===== src/rtl/slot_pkg.sv =====
// Shared types for the slot-machine reel datapath.
// Holds the reel FSM state type and speed arithmetic helpers.
package slot_pkg;

    typedef enum logic [2:0] {
        IDLE,
        ACCEL,
        CRUISE,
        DECEL,
        STOP
    } reel_state_t;

    localparam int SPEED_W = 32;

    typedef logic [SPEED_W-1:0] speed_t;

    // Widen by one bit so a large step can never wrap past the ceiling.
    function automatic speed_t sat_add(
        input speed_t v,
        input speed_t step,
        input speed_t hi
    );
        logic [SPEED_W:0] sum;
        sum = {1'b0, v} + {1'b0, step};
        return (sum > {1'b0, hi}) ? hi : sum[SPEED_W-1:0];
    endfunction

    // A borrow in the top bit means the result went negative.
    function automatic speed_t sat_sub(
        input speed_t v,
        input speed_t step,
        input speed_t lo
    );
        logic [SPEED_W:0] diff;
        diff = {1'b0, v} - {1'b0, step};
        if (diff[SPEED_W] || (diff < {1'b0, lo})) begin
            return lo;
        end
        return diff[SPEED_W-1:0];
    endfunction

endpackage


===== src/rtl/lfsr16.sv =====
// Free-running 16-bit Fibonacci LFSR, taps 16,14,13,11.
// Each reel instantiates one with its own non-zero seed.
module lfsr16 #(
    parameter logic [15:0] SEED = 16'hACE1
) (
    input  logic        clk,
    input  logic        rst,
    output logic [15:0] q
);

    logic fb;

    assign fb = q[0] ^ q[2] ^ q[3] ^ q[5];

    // Shift right every cycle, feedback enters at the top.
    always_ff @(posedge clk) begin
        if (rst) begin
            q <= SEED;
        end else begin
            q <= {fb, q[15:1]};
        end
    end

endmodule


===== src/rtl/reel_speed_profile.sv =====
// Reel speed profile: ramp up, cruise a random time, ramp down.
// Speed never drops below MIN_SPEED so the divider never sees 0.
module reel_speed_profile
    import slot_pkg::*;
#(
    parameter int BASE_SPEED       = 50_000_000,
    parameter int MIN_SPEED        = 2,
    parameter int MAX_SPEED        = 20,
    parameter int STEP             = 1,
    parameter int RAMP_TICKS       = 5_000_000,
    parameter int CRUISE_MIN_STEPS = 10,
    parameter int CRUISE_RAND_BITS = 4
) (
    input  logic               clk,
    input  logic               rst,
    input  logic               start,
    input  logic               stop_req,
    output logic [SPEED_W-1:0] speed,
    output logic               spinning,
    output logic               done
);

    localparam int RAMP_SPAN =
        (BASE_SPEED > RAMP_TICKS) ? BASE_SPEED : RAMP_TICKS;
    localparam int RAMP_W = $clog2(RAMP_SPAN + 1);
    localparam logic [RAMP_W-1:0] RAMP_LAST = RAMP_W'(RAMP_TICKS - 1);

    localparam int CR_MAX = CRUISE_MIN_STEPS + (1 << CRUISE_RAND_BITS);
    localparam int CR_W   = $clog2(CR_MAX + 1);

    localparam speed_t MIN_V  = SPEED_W'(MIN_SPEED);
    localparam speed_t MAX_V  = SPEED_W'(MAX_SPEED);
    localparam speed_t STEP_V = SPEED_W'(STEP);

    reel_state_t       state;
    logic [RAMP_W-1:0] ramp_cnt;
    logic [CR_W-1:0]   cruise_cnt;
    logic [CR_W-1:0]   cruise_len;
    logic [15:0]       lfsr_q;
    logic              tick;
    speed_t            speed_up;
    speed_t            speed_dn;
    logic              unused_lfsr;

    lfsr16 #(
        .SEED (16'hACE1)
    ) u_lfsr (
        .clk (clk),
        .rst (rst),
        .q   (lfsr_q)
    );

    assign unused_lfsr = ^lfsr_q;
    assign tick        = (ramp_cnt == RAMP_LAST);

    // Candidate next speeds, saturated at the profile limits.
    always_comb begin
        speed_up = sat_add(speed, STEP_V, MAX_V);
        speed_dn = sat_sub(speed, STEP_V, MIN_V);
    end

    // Spin FSM with ramp timer, cruise counter and registered outputs.
    always_ff @(posedge clk) begin
        if (rst) begin
            state      <= IDLE;
            speed      <= MIN_V;
            spinning   <= 1'b0;
            done       <= 1'b0;
            ramp_cnt   <= '0;
            cruise_cnt <= '0;
            cruise_len <= '0;
        end else begin
            done <= 1'b0;
            if (state inside {ACCEL, CRUISE, DECEL}) begin
                ramp_cnt <= tick ? '0 : ramp_cnt + RAMP_W'(1);
            end
            unique case (state)
                IDLE: begin
                    if (start) begin
                        state      <= ACCEL;
                        speed      <= MIN_V;
                        spinning   <= 1'b1;
                        ramp_cnt   <= '0;
                        cruise_len <= CR_W'(CRUISE_MIN_STEPS)
                            + CR_W'(lfsr_q[CRUISE_RAND_BITS-1:0]);
                    end
                end
                ACCEL: begin
                    if (stop_req) begin
                        state    <= DECEL;
                        ramp_cnt <= '0;
                    end else if (tick) begin
                        speed <= speed_up;
                        if (speed_up == MAX_V) begin
                            state      <= CRUISE;
                            cruise_cnt <= '0;
                        end
                    end
                end
                CRUISE: begin
                    if (stop_req) begin
                        state    <= DECEL;
                        ramp_cnt <= '0;
                    end else if (tick) begin
                        cruise_cnt <= cruise_cnt + CR_W'(1);
                        if (cruise_cnt == cruise_len - CR_W'(1)) begin
                            state    <= DECEL;
                            ramp_cnt <= '0;
                        end
                    end
                end
                DECEL: begin
                    if (tick) begin
                        speed <= speed_dn;
                        if (speed_dn == MIN_V) begin
                            state    <= STOP;
                            spinning <= 1'b0;
                            done     <= 1'b1;
                        end
                    end
                end
                STOP: begin
                    state <= IDLE;
                end
                default: begin
                    state <= IDLE;
                end
            endcase
        end
    end

endmodule

===== config.mk =====
export PLATFORM = sky130hd
export DESIGN_NAME = reel_speed_profile
export DESIGN_NICKNAME = d
export VERILOG_FILES = /design/src/rtl/slot_pkg.sv /design/src/rtl/lfsr16.sv /design/src/rtl/reel_speed_profile.sv
export SDC_FILE = /design/constraint.sdc
export NUM_CORES = 1
export LEC_CHECK = 0
export BUFFER_PORTS_ARGS = -buffer_cell sky130_fd_sc_hd__buf_4
export CORE_MARGIN = 8
export CORE_UTILIZATION = 63
export CTS_BUF_LIST = sky130_fd_sc_hd__clkbuf_8
export DETAILED_ROUTE_END_ITERATION = 7
export PLACE_DENSITY = 0.82
export SETUP_SLACK_MARGIN = 0.02
export SLEW_MARGIN = 10
export SYNTH_ARGS = -nofsm -noshare
export SYNTH_HDL_FRONTEND = slang
export SYNTH_SLANG_ARGS = --single-unit

===== constraint.sdc =====
create_clock -name clk -period 5.5 [get_ports clk]
set_clock_uncertainty 0.1 [all_clocks]
set_input_delay 0.55 -clock clk [delete_from_list [all_inputs] [get_ports clk]]
set_output_delay 0.55 -clock clk [all_outputs]
set_load 0.02 [all_outputs]

==> impl_metrics.yaml <==
status:
  status: "finished clean"
cells_and_area:
  final_layout_size_suffix_gt1_share_pct: 11.51
  diodes: 0
  final-instance-count-excl-fill: 893
  fin_util_pct: 69.20
  nNetsFinal: 788
  syn_to_final_growth_pct: 7.428
critical_path:
  crit_chain: "inv_1, ha_1, or4b_1, or3_1, or3_1, xnor2_1, nor4_1, nand4_2, a21bo_2, o41ai_4, buf_6, nor2_1"
  required_ps: 5660
  worstPathMaxFanout: 17
  worstSetupStartpoint: "speed[1]"
  start_kind: "register"
  slowest_delay_ps: 650
  path_class: "register to register"
  cpMostUsedCell: "or3_1"
  r2r_slack_ps: 760
  cpMaxStageDelayCell: "or4b_1"
  timing.rr.start: "speed[1]"
  reg2regPathDepth: 12
  cp-end-kind: "register"
  cp.arrival_ps: 4900
  endpoint: "ramp_cnt[12]"
  r2r-end: "ramp_cnt[12]"
global_routing:
  grt_overflow: 0
  grt_pass1_vias: 5855
  grt_usage_pct: 28.07
  grt_max_degree: 59
  grt_pass1_wl_um: 29190
  antenna_found_initial: 0
logic_synthesis:
  synth_area_mm2: 0.005896
  synth_top_family_by_area: "simple AND/OR/NAND/NOR gates"
  synth_area_per_cell_um2: 7.559
  synth_fa_ha_area_share_pct: 1.486
  syn_inst: 780
  synth_compound_gate_area_share_pct: 17.04
  syn_nets: 791
  synth_ff_type: "dfxtp_1"
  synth-edff-count: 0
  synth-xor-area-share_pct: 7.725
  ys_ff_latch: 89
  synthDistinctLibCells: 65
  ys_seq_area_share_pct: 30.22
  yosysWarningCount: 0
  synth-simple-area-share_pct: 34.78
  ys_async_sr_fraction_pct: 0
  muxShareOfSynthArea_pct: 2.738
floorplanning:
  die_width_um: 112.7
  rows: 35
  core_mm2: 0.009153
  initial_utilization_pct: 64.42
  dieArea_mm2: 0.01271
  ios: 38
  dieHeight_um: 112.7
clock_network:
  clockRootBuffer: "clkbuf_8"
  postCtsHoldBufs: 0
  clk_latency_ps: 360
  post_cts_buffers: 0
  cts_buffers: 9
  clk_path_buf_depth: 2
  cts_tree: "built"
  cts-resized-gates: 0
  path_clk_slew_ps: 100
  htreeDepth: 3
  cts.sink_count: 89
routing:
  vias_per_cell: 6.814
  drt_iter0_markers: 681
  routed_wl_um: 18150
  wl_per_cell_um: 20.32
  final_antenna_net_count: 0
  post-route-drc-count: 0
  vias: 6085
  first_pass_iters: 8
power_and_ir_drop:
  switching_share_pct: 39.47
  p_comb_share_pct: 34.9
  power.switching_w: 0.0007354
  pwr-share-clk_pct: 25.7
  p_leak_nw: 2.402
  seq_power_share_pct: 39.3
  p_int_w: 0.001128
  p_per_area_mw_per_mm2: 294.1
  irDropWorstVdd_mv: 0.2363
place:
  gp_congestion: 1.017
  dp.cells: 876
  io_buffers: 37
  dp_hpwl_um: 12950
sta:
  setup_violations: 0
  max_slew_margin_pct: 16.23
  tightest_slew_ps: 1248
  fin_crit_ps: 4739
  drv_slew: 0
  rsz0062_at_grt: "false"
  fmax_ghz: 0.2110
  finalHoldViolations: 0
  tns_ps: 0
  post-route-period-util_pct: 86.16
hold_path:
  worstHoldPathType: "register to register"
job:
  max_cap_violations: 0
==> worst min path at each step <==
stage                             from      endpoint  slack (ps)  depth (start not counted)
after floorplan           u_lfsr.q[11]  u_lfsr.q[10]         290                          1
after global placement    u_lfsr.q[11]  u_lfsr.q[10]         300                          1
after detailed placement   u_lfsr.q[7]   u_lfsr.q[6]         310                          1
after CTS                  u_lfsr.q[7]   u_lfsr.q[6]         330                          1
after global routing       u_lfsr.q[6]   u_lfsr.q[5]         340                          1
final                      u_lfsr.q[7]   u_lfsr.q[6]         330                          1
==> through the flow <==
step	hold WS [ps]	setup WS (ps)	total power (W)	cell area [um^2]
2_1_floorplan	289.5	1304	0.001220	5896
3_3_place_gp	297.2	786.4	0.001349	6120
3_5_place_dp	305.6	514.7	0.001364	6120
4_1_cts	331.8	461.5	0.001837	6322
5_1_grt	339.8	525.4	0.001946	6334
6_report	332.6	761.4	0.001863	6334
==> cells in the final DEF, fill, tap and decap left out, types with 6 or more instances in the layout <==
| cell type | n |
|---|---|
| nand2_1 | 54 |
| clkbuf_8 | 9 |
| nor2b_1 | 12 |
| or3_1 | 18 |
| or2_2 | 11 |
| a21oi_1 | 33 |
| mux2i_1 | 6 |
| nand2b_1 | 7 |
| inv_1 | 23 |
| mux2_2 | 9 |
| nor4_1 | 26 |
| o31ai_1 | 6 |
| or4_1 | 18 |
| and3_1 | 14 |
| nand3_1 | 30 |
| o21ai_0 | 24 |
| nand4_1 | 26 |
| a21o_1 | 14 |
| a31oi_1 | 6 |
| and4_1 | 6 |
| nor3_1 | 37 |
| o22ai_1 | 15 |
| xnor2_1 | 30 |
| xor2_1 | 22 |
| ha_1 | 7 |
| dfxtp_1 | 89 |
| nor2_1 | 98 |
| buf_4 | 47 |
==> synthesized netlist by cell type (15+ instances only) <==
| master | count | share of area, % |
|---|---|---|
| nand4_1 | 26 | 2.8 |
| dfxtp_1 | 89 | 30 |
| clkbuf_1 | 53 | 3.4 |
| xor2_1 | 22 | 3.3 |
| o21ai_0 | 25 | 2.1 |
| nor3_1 | 37 | 3.1 |
| nand3_1 | 30 | 2.5 |
| nor2_1 | 98 | 6.2 |
| a21oi_1 | 33 | 2.8 |
| or4_1 | 18 | 2.3 |
| nand2_1 | 54 | 3.4 |
| nor4_1 | 26 | 2.8 |
| or3_1 | 18 | 1.9 |
| o22ai_1 | 15 | 1.6 |
| inv_1 | 22 | 1.4 |
| xnor2_1 | 30 | 4.5 |
==> critical path: cells and delay by family, from the launching register on <==
family,cells,cell delay (ps)
and+or+nand+nor,6,2250
AOI/OAI and AO/OA,2,960
DFF,1,470
buffers and inverters,2,430
adders and majority gates,1,280
xor gates and xnor gates,1,140
==> final cells by class <==
cell class	instances	area (um^2)
multi-input cells	606	3760
well taps	111	138.9
clock inverters	7	78.83
fillers	745	2819
clock buffers	9	123.9
flip-flops and latches	89	1782
inverters	23	86.33
repair buffers	48	364.1
==> power groups by stage <==
stage	sequential (W)	clock, W	combinational (W)
after floorplan	0.000715	0	0.000505
after global placement	0.000741	0	0.000608
after detailed placement	0.000745	0	0.000619
after CTS	0.000731	0.000481	0.000625
after global routing	0.000740	0.000509	0.000697
final	0.000733	0.000480	0.000651
==> logic make-up after synthesis <==
group	after synthesis
xor+xnor	52
simple gates	384
buf+inv	85
fa+ha+maj	7
compound gates	148
flops	89
mux	15
==> per-layer routing <==
metal  up-vias  GRT usage, %  share of wire (%)
met5         -             0                  0
met4         0         15.74                4.8
met3        79         6.443                9.2
met2       355         45.97                 47
met1      2815         33.29                 39
li1       2836             -                  -
==> sequential cells by signal, indices dropped and copies added (netlist names) <==
name	count
ramp_cnt	26
u_lfsr.q	16
cruise_cnt	5
done	1
speed	32
spinning	1
cruise_len	5
state	3
Note: power is estimated with default switching activity, not from simulation.
